==> src/rtl/uart_rx_capture.sv <==
// Oversampled UART receiver with a small receive FIFO and sticky error flags.
// Parity checking is compiled in only when UART_RX_PARITY_EN is defined.
module uart_rx_capture #(
    parameter int unsigned DATA_BITS  = 8,
    parameter int unsigned STOP_BITS  = 1,
    parameter int unsigned OVERSAMPLE = 16,
    parameter int unsigned FIFO_DEPTH = 4
) (
    input  logic                          uart_clk,
    input  logic                          nrst,
    input  logic                          rxd,
    input  logic                          parity_odd,
    input  logic                          err_clr,
    input  logic                          rx_ready,
    output logic [DATA_BITS-1:0]          rx_data,
    output logic                          rx_valid,
    output logic                          frame_err,
    output logic                          parity_err,
    output logic                          overrun,
    output logic [$clog2(FIFO_DEPTH):0]   fifo_count
);

    localparam int unsigned TickW = $clog2(OVERSAMPLE);
    localparam int unsigned PtrW  = $clog2(FIFO_DEPTH);
    localparam int unsigned CntW  = PtrW + 1;

    localparam logic [TickW-1:0] TickHalf = TickW'(OVERSAMPLE / 2 - 1);
    localparam logic [TickW-1:0] TickFull = TickW'(OVERSAMPLE - 1);
    localparam logic [3:0]       LastData = 4'(DATA_BITS - 1);
    localparam logic [3:0]       LastStop = 4'(STOP_BITS - 1);
    localparam logic [CntW-1:0]  DepthCnt = CntW'(FIFO_DEPTH);

`ifdef UART_RX_PARITY_EN
    typedef enum logic [2:0] {StIdle, StStart, StData, StParity, StStop} state_e;
`else
    typedef enum logic [2:0] {StIdle, StStart, StData, StStop} state_e;
`endif

    state_e               state_q, state_d;
    logic [1:0]           sync_q;
    logic                 rxd_prev_q;
    logic                 rxd_s;
    logic [TickW-1:0]     tick_q, tick_d;
    logic [3:0]           bit_q, bit_d;
    logic [DATA_BITS-1:0] shift_q, shift_d;
    logic                 push;
    logic                 frame_set;

    logic [DATA_BITS-1:0] mem_q [FIFO_DEPTH];
    logic [PtrW-1:0]      wr_ptr_q, rd_ptr_q;
    logic [CntW-1:0]      count_q;
    logic                 frame_err_q, overrun_q;
    logic                 full, pop, do_write, overrun_set;

    assign rxd_s = sync_q[1];

    always_ff @(posedge uart_clk) begin
        if (!nrst) begin
            sync_q     <= 2'b11;
            rxd_prev_q <= 1'b1;
            state_q    <= StIdle;
            tick_q     <= '0;
            bit_q      <= '0;
            shift_q    <= '0;
        end else begin
            sync_q     <= {sync_q[0], rxd};
            rxd_prev_q <= rxd_s;
            state_q    <= state_d;
            tick_q     <= tick_d;
            bit_q      <= bit_d;
            shift_q    <= shift_d;
        end
    end

`ifdef UART_RX_PARITY_EN
    logic parity_set;
    logic parity_err_q;
`else
    logic unused_parity_odd;
    assign unused_parity_odd = parity_odd;
`endif

    always_comb begin
        state_d   = state_q;
        tick_d    = tick_q;
        bit_d     = bit_q;
        shift_d   = shift_q;
        push      = 1'b0;
        frame_set = 1'b0;
`ifdef UART_RX_PARITY_EN
        parity_set = 1'b0;
`endif
        unique case (state_q)
            StIdle: begin
                tick_d = '0;
                bit_d  = '0;
                if (rxd_prev_q && !rxd_s) state_d = StStart;
            end
            StStart: begin
                if (tick_q == TickHalf) begin
                    tick_d  = '0;
                    state_d = rxd_s ? StIdle : StData;
                end else begin
                    tick_d = tick_q + 1'b1;
                end
            end
            StData: begin
                if (tick_q == TickFull) begin
                    tick_d  = '0;
                    shift_d = {rxd_s, shift_q[DATA_BITS-1:1]};
                    if (bit_q == LastData) begin
                        bit_d = '0;
`ifdef UART_RX_PARITY_EN
                        state_d = StParity;
`else
                        state_d = StStop;
`endif
                    end else begin
                        bit_d = bit_q + 1'b1;
                    end
                end else begin
                    tick_d = tick_q + 1'b1;
                end
            end
`ifdef UART_RX_PARITY_EN
            StParity: begin
                if (tick_q == TickFull) begin
                    tick_d     = '0;
                    // Even parity: data plus parity bit has an even count of ones.
                    parity_set = (^shift_q) ^ rxd_s ^ parity_odd;
                    state_d    = StStop;
                end else begin
                    tick_d = tick_q + 1'b1;
                end
            end
`endif
            StStop: begin
                if (tick_q == TickFull) begin
                    tick_d    = '0;
                    frame_set = !rxd_s;
                    if (bit_q == LastStop) begin
                        bit_d   = '0;
                        push    = 1'b1;
                        state_d = StIdle;
                    end else begin
                        bit_d = bit_q + 1'b1;
                    end
                end else begin
                    tick_d = tick_q + 1'b1;
                end
            end
            default: state_d = StIdle;
        endcase
    end

    // A pop frees the head slot in the same cycle, so a full FIFO still accepts the push.
    assign full        = (count_q == DepthCnt);
    assign pop         = rx_valid && rx_ready;
    assign do_write    = push && (!full || pop);
    assign overrun_set = push && full && !pop;

    always_ff @(posedge uart_clk) begin
        if (!nrst) begin
            for (int i = 0; i < int'(FIFO_DEPTH); i++) mem_q[i] <= '0;
            wr_ptr_q    <= '0;
            rd_ptr_q    <= '0;
            count_q     <= '0;
            frame_err_q <= 1'b0;
            overrun_q   <= 1'b0;
        end else begin
            if (do_write) begin
                mem_q[wr_ptr_q] <= shift_q;
                wr_ptr_q        <= wr_ptr_q + 1'b1;
            end
            if (pop) rd_ptr_q <= rd_ptr_q + 1'b1;
            if (do_write && !pop)      count_q <= count_q + 1'b1;
            else if (!do_write && pop) count_q <= count_q - 1'b1;
            if (frame_set)             frame_err_q <= 1'b1;
            else if (err_clr)          frame_err_q <= 1'b0;
            if (overrun_set)           overrun_q <= 1'b1;
            else if (err_clr)          overrun_q <= 1'b0;
        end
    end

`ifdef UART_RX_PARITY_EN
    always_ff @(posedge uart_clk) begin
        if (!nrst)           parity_err_q <= 1'b0;
        else if (parity_set) parity_err_q <= 1'b1;
        else if (err_clr)    parity_err_q <= 1'b0;
    end
    assign parity_err = parity_err_q;
`else
    assign parity_err = 1'b0;
`endif

    assign rx_data    = mem_q[rd_ptr_q];
    assign rx_valid   = (count_q != '0);
    assign fifo_count = count_q;
    assign frame_err  = frame_err_q;
    assign overrun    = overrun_q;

endmodule

==> config.mk <==
export PLATFORM = sky130hd
export DESIGN_NAME = uart_rx_capture
export DESIGN_NICKNAME = d
export VERILOG_FILES = /design/src/rtl/uart_rx_capture.sv
export SDC_FILE = /design/constraint.sdc
export NUM_CORES = 1
export LEC_CHECK = 0
export ABC_AREA = 1
export CAP_MARGIN = 15
export CORE_AREA = 3 3 80 82
export DETAILED_ROUTE_END_ITERATION = 8
export DIE_AREA = 0 0 83 85
export DONT_BUFFER_PORTS = 1
export GPL_ROUTABILITY_DRIVEN = 0
export HOLD_SLACK_MARGIN = 0.1
export PLACE_DENSITY = 0.7
export SYNTH_ARGS = -nofsm -noshare
export SYNTH_HDL_FRONTEND = slang
export SYNTH_SLANG_ARGS = --single-unit
==> constraint.sdc <==
create_clock -name uart_clk -period 3.8 [get_ports uart_clk]
set_clock_uncertainty 0.1 [all_clocks]
set_input_delay 0.76 -clock uart_clk [delete_from_list [all_inputs] [get_ports uart_clk]]
set_output_delay 0.76 -clock uart_clk [all_outputs]
set_load 0.02 [all_outputs]
# Word-level counts from Yosys, hierarchy flattened
# Memory sizes are Yosys's and may differ from the RTL's. A register that Yosys moved wholly into a read port is not among the register bits.
# Cells that the tools add are included.
totals:
  register_bits: 31
  mem_bits_rw: 32
  in_bits: 6
  output_inout_bits: 15
  wordCells: 91
  n_memories: 1
classes:
  addsub: 6
  n_eq_ne: 13
  mux: 35
  reduce_logical: 25
memory_table:
  columns: ["memory", "words", "width", "rd", "rd_clocked_by_memory_dff", "wr", "line", "source"]
  rows:
  - ["mem_q", 4, 8, 1, 1, 4, "49", "logic [DATA_BITS-1:0] mem_q [FIFO_DEPTH];"]
ops:
  columns: ["op", "n"]
  rows:
  - ["$mux W3", 8]
  - ["$mux W4", 6]
  - ["$pmux W4 S3", 2]
  - ["$mux W1", 13]
  - ["$ne A2 B2 Y1 const B", 6]
  - ["$pmux W3 S4", 1]
  - ["$reduce_bool A3 Y1", 3]
  - ["$add A4 B1 Y4 const B", 2]
  - ["$eq A4 B3 Y1 const B", 2]
  - ["$mux W2", 4]
  - ["$mux W8", 1]
  - ["$reduce_or A8 Y1", 1]
  - ["$logic_and A1 B1 Y1", 7]
  - ["$eq A3 B2 Y1 const B", 2]
  - ["$reduce_and A6 Y1", 1]
  - ["$reduce_bool A2 Y1", 3]
  - ["$add A2 B1 Y2 const B", 2]
  - ["$eq A4 B4 Y1 const B", 1]
  - ["$logic_not A1 Y1", 4]
  - ["$logic_not A4 Y1", 1]
  - ["$add A3 B1 Y3 const B", 1]
  - ["$eq A3 B1 Y1 const B", 1]
  - ["$eq A3 B3 Y1 const B", 1]
  - ["$logic_not A3 Y1", 1]
  - ["5 further kinds", 5]

# Logic depth before layout (Yosys ltp)
# Gate-level depths: netlist of run 1.
depth:
  word_depth: 10
  mapped_depth: 13
  mapped_depth_nobuf: 13

# Worst setup path after synthesis of run 1
# No wires, ideal clock.
synth_path:
  kind: "input to register"
  startpoint: "input port rx_ready"
  endpoint: "register count_q[2], in the netlist fifo_count[2]"
  setup_time_ns: 0.122
  arrival_time_ns: 2.184
  t_required_ns: 3.578
  setup_slack_ns: 1.393
  stages: 11
  n_path_buf: 0
  cell_sequence: "inv_1 nand3_1 inv_1 nor2_4 ha_1 inv_1 fa_1 a21oi_1 o21ai_0 o21ai_0 a21oi_1"
synth_via:
  elab_chain_len: 6
  elab_cells_between_ends: 9
  cone_classes: "1 x mux; 8 x reduce/logical"
synth_rtl:
  columns: ["element", "line", "source"]
  rows:
  - ["start, declared", "14", "input logic rx_ready,"]
  - ["$logic_and A1 B1 Y1 (*)", "158", "assign pop = rx_valid && rx_ready;"]
  - ["$logic_or A1 B1 Y1 (*)", "159", "assign do_write = push && (!full || pop);"]
  - ["$logic_and A1 B1 Y1 (*)", "159", null]
  - ["named net do_write", "53", "logic full, pop, do_write, overrun_set;"]
  - ["$logic_not A1 Y1", "177", "else if (!do_write && pop) count_q <= count_q - 1'b1;"]
  - ["$logic_and A1 B1 Y1", "177", null]
  - ["$reduce_bool A2 Y1 (no line)", null, null]
  - ["end signal, assigned", "176", "if (do_write && !pop) count_q <= count_q + 1'b1;"]
  - ["end signal, assigned", "177", null]
  - ["end, declared", "51", "logic [CntW-1:0] count_q;"]
# The timed path passes the listed nets; every way through them passes the cells marked *.
# A chain may end at the register's enable or synchronous reset.

==> impl_metrics.py, run 1 <==
metrics = {
    "clocking": {
        "hold_buffers": 0,
        "cts_max_level": 3,
        "postCtsSetupBuffers": 0,
        "clock-root-buffer": "clkbuf_8",
        "cts_buffers": 9,
        "clock_sinks": 64,
        "clkTransAtPathRegs_ns": 0.07,
        "clock_latency_ns": 0.34,
        "cts_tree": "built",
        "clockBufferDepth": 2,
        "cts_resized": 0,
    },
    "logic_synthesis": {
        "synth_cells": 307,
        "yosys_most_used_dff": "edfxtp_1",
        "ys_types": 31,
        "synth_top_area_share": 0.337,
        "synth_fp_nets": 318,
        "async_reset_ff_frac": 0,
        "yosys_warnings": 0,
        "synthesis.area_um2": 2850,
        "ys_ff_latch": 64,
        "synth_edf_count": 32,
        "syn_avg_cell_area_um2": 9.29,
        "yosys-top-cells-area": "edfxtp_1, dfxtp_1, nor2_1, o21ai_0, inv_1",
        "yosys.area.top_type": "edfxtp_1",
        "seq_area_frac_synth": 0.562,
    },
    "power_and_ir_drop": {
        "p_per_area_nw_per_um2": 575,
        "peakVddDrop_v": 0.000321,
        "p_leak_nw": 1.14,
    },
    "grt": {
        "grt_use_total": 0.163,
        "grt_overflow": 0,
        "grt_max_degree": 29,
        "grt_pass1_wl_um": 9100,
        "antenna_found_initial": 0,
        "grt_pass1_vias": 2003,
    },
    "routing": {
        "drtAntennaViolNets": 0,
        "wirelength_um": 5240,
        "viasPerCell": 5.31,
        "drtIter0Drc": 173,
        "wl_per_cell_um": 13.4,
        "drc": 0,
        "first_pass_iters": 4,
        "vias": 2081,
    },
    "final_layout": {
        "drive_above_1_share": 0.110,
        "fin_area_um2": 3120,
        "final_nets": 323,
        "layout-area-overhead-vs-synth_pct": 9.35,
        "n_antenna_cell": 0,
        "multi_input_area_um2": 1070,
        "seqCellArea_um2": 1600,
        "fillers": 553,
    },
    "place": {
        "numPortBuffers": 0,
        "dpl-instance-area_um2": 2910,
        "place_hpwl_um": 3630,
    },
    "sta": {
        "slew_viol_final": 0,
        "rsz0062_at_grt": "no",
        "setup_violations": 0,
        "maxSlewHeadroom": 0.582,
        "tightest_slew_ns": 0.627,
        "fin_crit_sh": 0.698,
        "finalHoldViolations": 0,
        "max_freq_mhz": 377,
        "fin_setup_tns_ns": 0,
        "min_period_ns": 2.65,
    },
    "die": {
        "num_rows": 28,
        "ios": 21,
        "fp.dieH_um": 85,
        "initial_utilization": 0.490,
        "core_um2": 5820,
        "die_area_um2": 7060,
        "die_w_um": 83,
    },
    "critical_path": {
        "worst_path_max_delay_cell": "dfxtp_1",
        "critPathRequiredTime_ns": 2.94,
        "cpPeakStageDelay_ns": 0.64,
        "crit_type": "flop to output pin",
        "endpoint_kind": "output pin",
        "path_cells": "inv_1, o21ai_0, o22ai_1",
        "worst-path-buf-inv": 1,
        "arrival_ns": 1.79,
        "cp_top_family": "flip-flops",
        "path_max_fanout": 17,
        "crit_path_start_kind": "flop",
    },
    "status": {
        "status": "finished clean",
    },
    "hold_path": {
        "hold_class": "flop to flop",
    },
    "run": {
        "drv_cap": 0,
    },
}
[area by class of cell]
type	instances	share of cell area
multi-input cells	200	0.343
clock buffers	12	0.0433
inverters	34	0.0409
flip-flops and latches	64	0.514
clock inverters	4	0.0221
well taps	75	0.0301
repair buffers	3	0.00722
[metal layers]
metal,vias up,share of wire,GRT usage
li1,1044,-,-
met1,977,0.44,0.195
met2,49,0.49,0.271
met3,11,0.048,0.0388
met4,0,0.022,0.0877
met5,-,0,0
[layout by cell type, fill, tap and decap left out, types with 2 or more instances in the layout]
master and n:
clkinv_1 2, clkbuf_8 9, dfxtp_1 32, inv_1 32
nand3_2 2, nor3_2 8, edfxtp_1 32, o21ai_0 38
or2_2 2, nor2_4 3, nand2_1 32, nor2_1 53
xor2_1 2, ha_1 4, nand3_1 11, o22ai_1 8
a21oi_1 22, clkbuf_1 3, bufinv_16 2, nor3_1 7
buf_4 3
[where the power goes]
part | switching (mW) | total (mW) | internal (mW) | leakage [nW]
Clock | 0.243 | 0.610 | 0.367 | 0.102
Sequential | 0.0737 | 0.848 | 0.775 | 0.573
Combinational | 0.240 | 0.336 | 0.0956 | 0.460
Total | 0.557 | 1.79 | 1.24 | 1.14
[worst paths after layout]
kind / to / start / depth (start not counted) / slack [ns]
worst max-delay path: rx_data[7] / flop / 3 / 1.15
worst min-delay path: sync_q[1] / sync_q[0] / 1 / 0.32
worst max register to register: fifo_count[2] / fifo_count[0] / 11 / 1.34
worst min register to register: sync_q[1] / sync_q[0] / 1 / 0.32
[per-stage QoR]
| step | power (mW) | setup slack, ns | util | std cells | hold slack [ns] |
|---|---|---|---|---|---|
| 2_1_floorplan | 1.14 | 1.39 | - | 307 | 0.293 |
| 4_1_cts | 1.80 | 1.14 | 0.536 | 392 | 0.323 |
| 3_5_place_dp | 1.20 | 1.23 | 0.501 | 376 | 0.304 |
| 3_3_place_gp | 1.19 | 1.25 | 0.501 | 376 | 0.303 |
| 5_1_grt | 1.90 | 0.940 | 0.536 | 392 | 0.347 |
| 6_report | 1.79 | 1.15 | 0.536 | 392 | 0.315 |
[logic make-up after synthesis]
family / synth area share
xor gates and xnor gates: 0.00614
adders and majority gates: 0.0246
buffers and inverters: 0.0636
DFF: 0.562
and+or+nand+nor: 0.217
AOI/OAI and AO/OA: 0.125
other: 0.00132
[sequential cells by signal, indices dropped and copies added, names as in the netlist, named ones only]
register,flops
shift_q,8
state_q,2
tick_q,4
rd_ptr_q,2
frame_err,1
mem_q,32
rxd_prev_q,1
sync_q,2
overrun,1
bit_q,4
wr_ptr_q,2
fifo_count,3
[synthesized netlist by cell type (all sizes together), types with 2 or more instances]
cell type and n:
o22ai 8, nand2 33, a21oi 22, edfxtp 32, nand3 13, ha 4
nand4 2, o21ai 38, xor2 2, or2 2, nor2 56, buf 5
clkbuf 4, inv 33, dfxtp 32, nor3 16
Note: power is estimated with default switching activity, not from simulation.
==> run 2: changes to the inputs <==
Clock period 3.8 ns to 2.6 ns, I/O delays scaled along.
==> impl_metrics.py, run 2 (same netlist as run 1, synthesis figures left out) <==
metrics = {
    "grt": {
        "grt_overflow": 0,
        "grt_pass1_vias": 1928,
        "grt_max_degree": 29,
        "grt_pass1_wl_um": 9090,
        "antenna_found_initial": 0,
        "grt_use_total": 0.161,
    },
    "power_and_ir_drop": {
        "power_frac_seq": 0.461,
        "switchingPower_mw": 0.819,
        "pwr-share-clk": 0.332,
        "p_comb_frac": 0.207,
        "p_int_mw": 1.81,
        "peakVddDrop_v": 0.000388,
        "p_leak_nw": 1.17,
        "p_per_area_nw_per_um2": 826,
        "p_sw_frac": 0.311,
    },
    "clocking": {
        "cts_buffers": 9,
        "clkTransAtPathRegs_ns": 0.07,
        "cts_tree": "built",
        "cts_max_level": 3,
        "clock-root-buffer": "clkbuf_8",
        "clock_latency_ns": 0.33,
        "clock_sinks": 64,
        "clockBufferDepth": 2,
    },
    "sta": {
        "setup_violations": 0,
        "hold_slack_ns": 0.178,
        "fin_setup_tns_ns": 0,
        "rsz0062_at_grt": "no",
        "min_period_ns": 2.39,
        "fin_crit_sh": 0.918,
        "slew_viol_final": 0,
        "max_freq_mhz": 419,
        "setup_ws_ns": 0.213,
        "finalHoldViolations": 0,
    },
    "critical_path": {
        "crit_type": "flop to flop",
        "critPathRequiredTime_ns": 2.71,
        "critPathLaunch": "tick_q[1]",
        "r2r-end": "fifo_count[2]",
        "r2r_slack_ns": 0.21,
        "path_max_fanout": 4,
        "endpoint_kind": "flop",
        "critPathCapture": "fifo_count[2]",
        "crit_path_start_kind": "flop",
        "r2r-start": "tick_q[1]",
        "reg2reg_depth": 12,
        "arrival_ns": 2.50,
    },
    "final_layout": {
        "drive_above_1_share": 0.145,
        "final_common_cell": "nor2_1",
        "fillers": 536,
        "layout-area-overhead-vs-synth_pct": 11.8,
        "n_antenna_cell": 0,
        "final_nets": 330,
        "largest_reg_flops": 32,
        "top_regs": "mem_q: 32 flops, shift_q: 8 flops",
        "layout_common_cells": "nor2_1, o21ai_0, inv_1, nand2_1, edfxtp_1",
        "largest_register": "mem_q",
    },
    "routing": {
        "viasPerCell": 5.07,
        "wl_per_cell_um": 12.8,
        "drtAntennaViolNets": 0,
        "wirelength_um": 5120,
        "first_pass_iters": 4,
        "drc": 0,
        "vias": 2022,
        "drtIter0Drc": 143,
    },
    "die": {
        "num_rows": 28,
        "initial_utilization": 0.490,
        "ios": 21,
        "core_um2": 5820,
        "die_area_um2": 7060,
        "die_w_um": 83,
        "fp.dieH_um": 85,
    },
    "place": {
        "numPortBuffers": 0,
        "place_hpwl_um": 3700,
        "dp_slack_ns": 0.157,
    },
    "status": {
        "status": "finished clean",
    },
    "run": {
        "drv_cap": 0,
    },
    "hold_path": {
        "hold_class": "primary input to flop",
    },
}
run 2: cell types whose count changed in the layout (fill, tap and decap cells not counted):
| cell | delta |
|---|---|
| buf_4 | +7 |
| bufinv_16 | -1 |
| clkbuf_1 | -2 |
| clkbuf_8 | +3 |
| clkinv_1 | -1 |
| clkinv_2 | +1 |
| dfxtp_1 | -1 |
| dfxtp_2 | +1 |
| ha_1 | -1 |
| ha_4 | +1 |
| o21ai_0 | -1 |
| o21ai_1 | +1 |
run 2: layout make-up:
| class | count | area, um2 | area share |
|---|---|---|---|
| sequential | 64 | 1600 | 0.503 |
| timing repair buffer | 10 | 75.1 | 0.0235 |
| tap | 75 | 93.8 | 0.0294 |
| multi-input combinational | 200 | 1080 | 0.339 |
| inverter | 34 | 128 | 0.0400 |
| clock inverter | 3 | 40.0 | 0.0126 |
| clock buffer | 13 | 169 | 0.0530 |
run 2: worst max-delay path: stages (launching register included):
cell,delay [ns]
dfxtp_1,0.38
ha_4,0.17
nand3_2,0.14
nor2_1,0.14
nand2_1,0.09
nor2_4,0.15
ha_1,0.17
inv_1,0.07
fa_1,0.39
a21oi_1,0.16
o21ai_0,0.13
o21ai_1,0.13
a21oi_1,0.05
run 2: worst min-delay path by stage:
stage / from / end / cells after the start
after CTS: nrst / rxd_prev_q / 1
after detailed placement: sync_q[0] / sync_q[1] / 1
after global placement: sync_q[0] / sync_q[1] / 1
after floorplan: sync_q[0] / sync_q[1] / 1
after global routing: nrst / rxd_prev_q / 1
final: nrst / rxd_prev_q / 1
run 2: through the flow:
stage | area, um2 | cells | power [mW] | utilization
after global placement | 2970 | 383 | 1.76 | 0.510
after floorplan | 2850 | 307 | 1.66 | -
after detailed placement | 2970 | 383 | 1.78 | 0.510
final | 3190 | 399 | 2.63 | 0.548
after global routing | 3190 | 399 | 2.80 | 0.548
after CTS | 3180 | 399 | 2.65 | 0.546
run 2: per-layer routing:
metal  up-vias  GRT usage  part of all wire
li1       1059          -                 -
met1       930      0.198              0.46
met2        27      0.257              0.49
met3         6     0.0485             0.032
met4         0     0.0802             0.015
met5         -          0                 0
run 2: what timing repair did:
action                                  CTS  global route
endpoints found under the setup margin    0             1
gates resized for setup                   0             4
buffers inserted                          0             0
hold buffers                              0             0
run 2: power by group through the flow:
stage | Sequential, mW | Combinational, mW | Clock [mW]
finish | 1.21 | 0.545 | 0.875
global route | 1.23 | 0.626 | 0.948
CTS | 1.21 | 0.543 | 0.897
detailed placement | 1.23 | 0.542 | 0
global placement | 1.23 | 0.529 | 0
floorplan | 1.23 | 0.431 | 0
==> run 3: changes to the inputs <==
Settings changed: CORE_AREA 3 3 80 82 to 2 2 79 81, DIE_AREA 0 0 83 85 to 0 0 81 83.
==> impl_metrics.py, run 3 (same netlist as run 1, synthesis figures left out) <==
metrics = {
    "critical_path": {
        "path_max_fanout": 4,
        "crit_path_start_kind": "flop",
        "r2r-start": "tick_q[0]",
        "critPathRequiredTime_ns": 2.71,
        "r2r-end": "fifo_count[2]",
        "cpPeakStageDelay_ns": 0.38,
        "r2r_slack_ns": 0.26,
        "path_cells": "ha_2, nand3_2, nor2_1, nand2_1, nor2_4, ha_1, inv_1, fa_1, a21oi_1, o21ai_0, o21ai_0, a21oi_1",
        "worst-path-buf-inv": 1,
        "cp_top_family": "adder cells",
        "arrival_ns": 2.46,
        "worst_path_max_delay_cell": "fa_1",
        "crit_type": "flop to flop",
        "endpoint_kind": "flop",
        "reg2reg_depth": 12,
    },
    "grt": {
        "grt_use_total": 0.165,
        "antenna_found_initial": 0,
        "grt_max_degree": 29,
        "grt_pass1_vias": 1923,
        "grt_pass1_wl_um": 8710,
        "grt_overflow": 0,
    },
    "die": {
        "die_area_um2": 6720,
        "core_um2": 5820,
        "num_rows": 28,
        "fp.dieH_um": 83,
        "initial_utilization": 0.490,
        "ios": 21,
        "die_w_um": 81,
    },
    "routing": {
        "wirelength_um": 5070,
        "vias": 2033,
        "drtAntennaViolNets": 0,
        "viasPerCell": 5.08,
        "wl_per_cell_um": 12.7,
        "first_pass_iters": 4,
        "drtIter0Drc": 134,
        "drc": 0,
    },
    "power_and_ir_drop": {
        "p_per_area_nw_per_um2": 825,
        "peakVddDrop_v": 0.000434,
        "p_leak_nw": 1.17,
        "p_total_mw": 2.62,
    },
    "place": {
        "numPortBuffers": 0,
        "place_inst": 383,
        "place_hpwl_um": 3650,
    },
    "sta": {
        "fin_crit_sh": 0.901,
        "min_period_ns": 2.34,
        "max_freq_mhz": 427,
        "slew_viol_final": 0,
        "setup_violations": 0,
        "finalHoldViolations": 0,
        "fin_setup_tns_ns": 0,
        "rsz0062_at_grt": "no",
    },
    "clocking": {
        "clockBufferDepth": 2,
        "clock_sinks": 64,
        "clock-root-buffer": "clkbuf_8",
        "hold_buffers": 0,
        "clock_latency_ns": 0.33,
        "cts_max_level": 3,
        "cts_buffers": 9,
        "cts_tree": "built",
        "clkTransAtPathRegs_ns": 0.06,
    },
    "hold_path": {
        "hold_class": "primary input to flop",
        "hold_path_end": "sync_q[0]",
        "hold_depth": 1,
        "min-delay-start": "rxd",
    },
    "final_layout": {
        "final_common_cell": "nor2_1",
        "largest_register": "mem_q",
        "largest_reg_flops": 32,
        "final_nets": 331,
        "layout_common_cells": "nor2_1, o21ai_0",
        "top_regs": "mem_q: 32 flops, shift_q: 8 flops",
        "drive_above_1_share": 0.132,
        "layout-area-overhead-vs-synth_pct": 11.5,
        "n_antenna_cell": 0,
        "fin_cells": 400,
        "fillers": 542,
    },
    "run": {
        "drv_cap": 0,
    },
    "status": {
        "status": "finished clean",
    },
}
run 3: cell count changes in the layout (fill, tap and decap cells not counted), sizes merged:
cell | before | now
bufinv | 1 | 2
clkinv | 3 | 4
clkbuf | 13 | 11
buf | 10 | 11
run 3: cell type report:
class	count	area [um2]	area share
clock buffer	11	131	0.0413
multi-input combinational	200	1070	0.337
tap	75	93.8	0.0295
timing repair buffer	11	82.6	0.0260
inverter	34	128	0.0401
clock inverter	5	71.3	0.0224
sequential	64	1600	0.504
run 3: repair_timing:
action	4_1_cts	5_1_grt
setup endpoints to repair	0	1
hold endpoints to repair	0	0
gates resized for setup	0	1
setup buffers	0	1
run 3: routing by layer:
layer,part of all wire,global-route usage,vias up
met2,0.48,0.270,32
li1,-,-,1064
met1,0.48,0.209,928
met5,0,0,-
met4,0.016,0.0693,0
met3,0.026,0.0359,9
run 3: power by group:
part / internal [mW] / leakage (nW) / switching (mW) / total [mW]
combinational: 0.156 / 0.494 / 0.370 / 0.526
sequential: 1.13 / 0.573 / 0.0865 / 1.22
clock: 0.531 / 0.100 / 0.347 / 0.878
total: 1.82 / 1.17 / 0.803 / 2.62
run 3: worst max-delay path by stage:
stage / from / end / cells past startpoint
floorplan: fifo_count[0] / fifo_count[2] / 11
global placement: tick_q[0] / fifo_count[2] / 12
detailed placement: tick_q[0] / fifo_count[2] / 12
CTS: tick_q[0] / fifo_count[2] / 12
global route: tick_q[0] / fifo_count[2] / 12
finish: tick_q[0] / fifo_count[2] / 12
run 3: stage by stage:
stage / util / worst slack (ns) / instance area, um2 / hold WS (ns)
finish: 0.547 / 0.258 / 3180 / 0.194
global route: 0.547 / 0.0132 / 3180 / 0.185
CTS: 0.545 / 0.174 / 3170 / 0.180
detailed placement: 0.510 / 0.202 / 2970 / 0.305
global placement: 0.510 / 0.236 / 2970 / 0.305
floorplan: - / 0.357 / 2850 / 0.293
run 3: worst reg2reg max path, stage by stage (launching register included):
cell     delay, ns
dfxtp_1       0.35
ha_2          0.23
nand3_2       0.15
nor2_1        0.14
nand2_1       0.09
nor2_4        0.12
ha_1          0.14
inv_1         0.06
fa_1          0.38
a21oi_1       0.14
o21ai_0       0.11
o21ai_0       0.15
a21oi_1       0.05
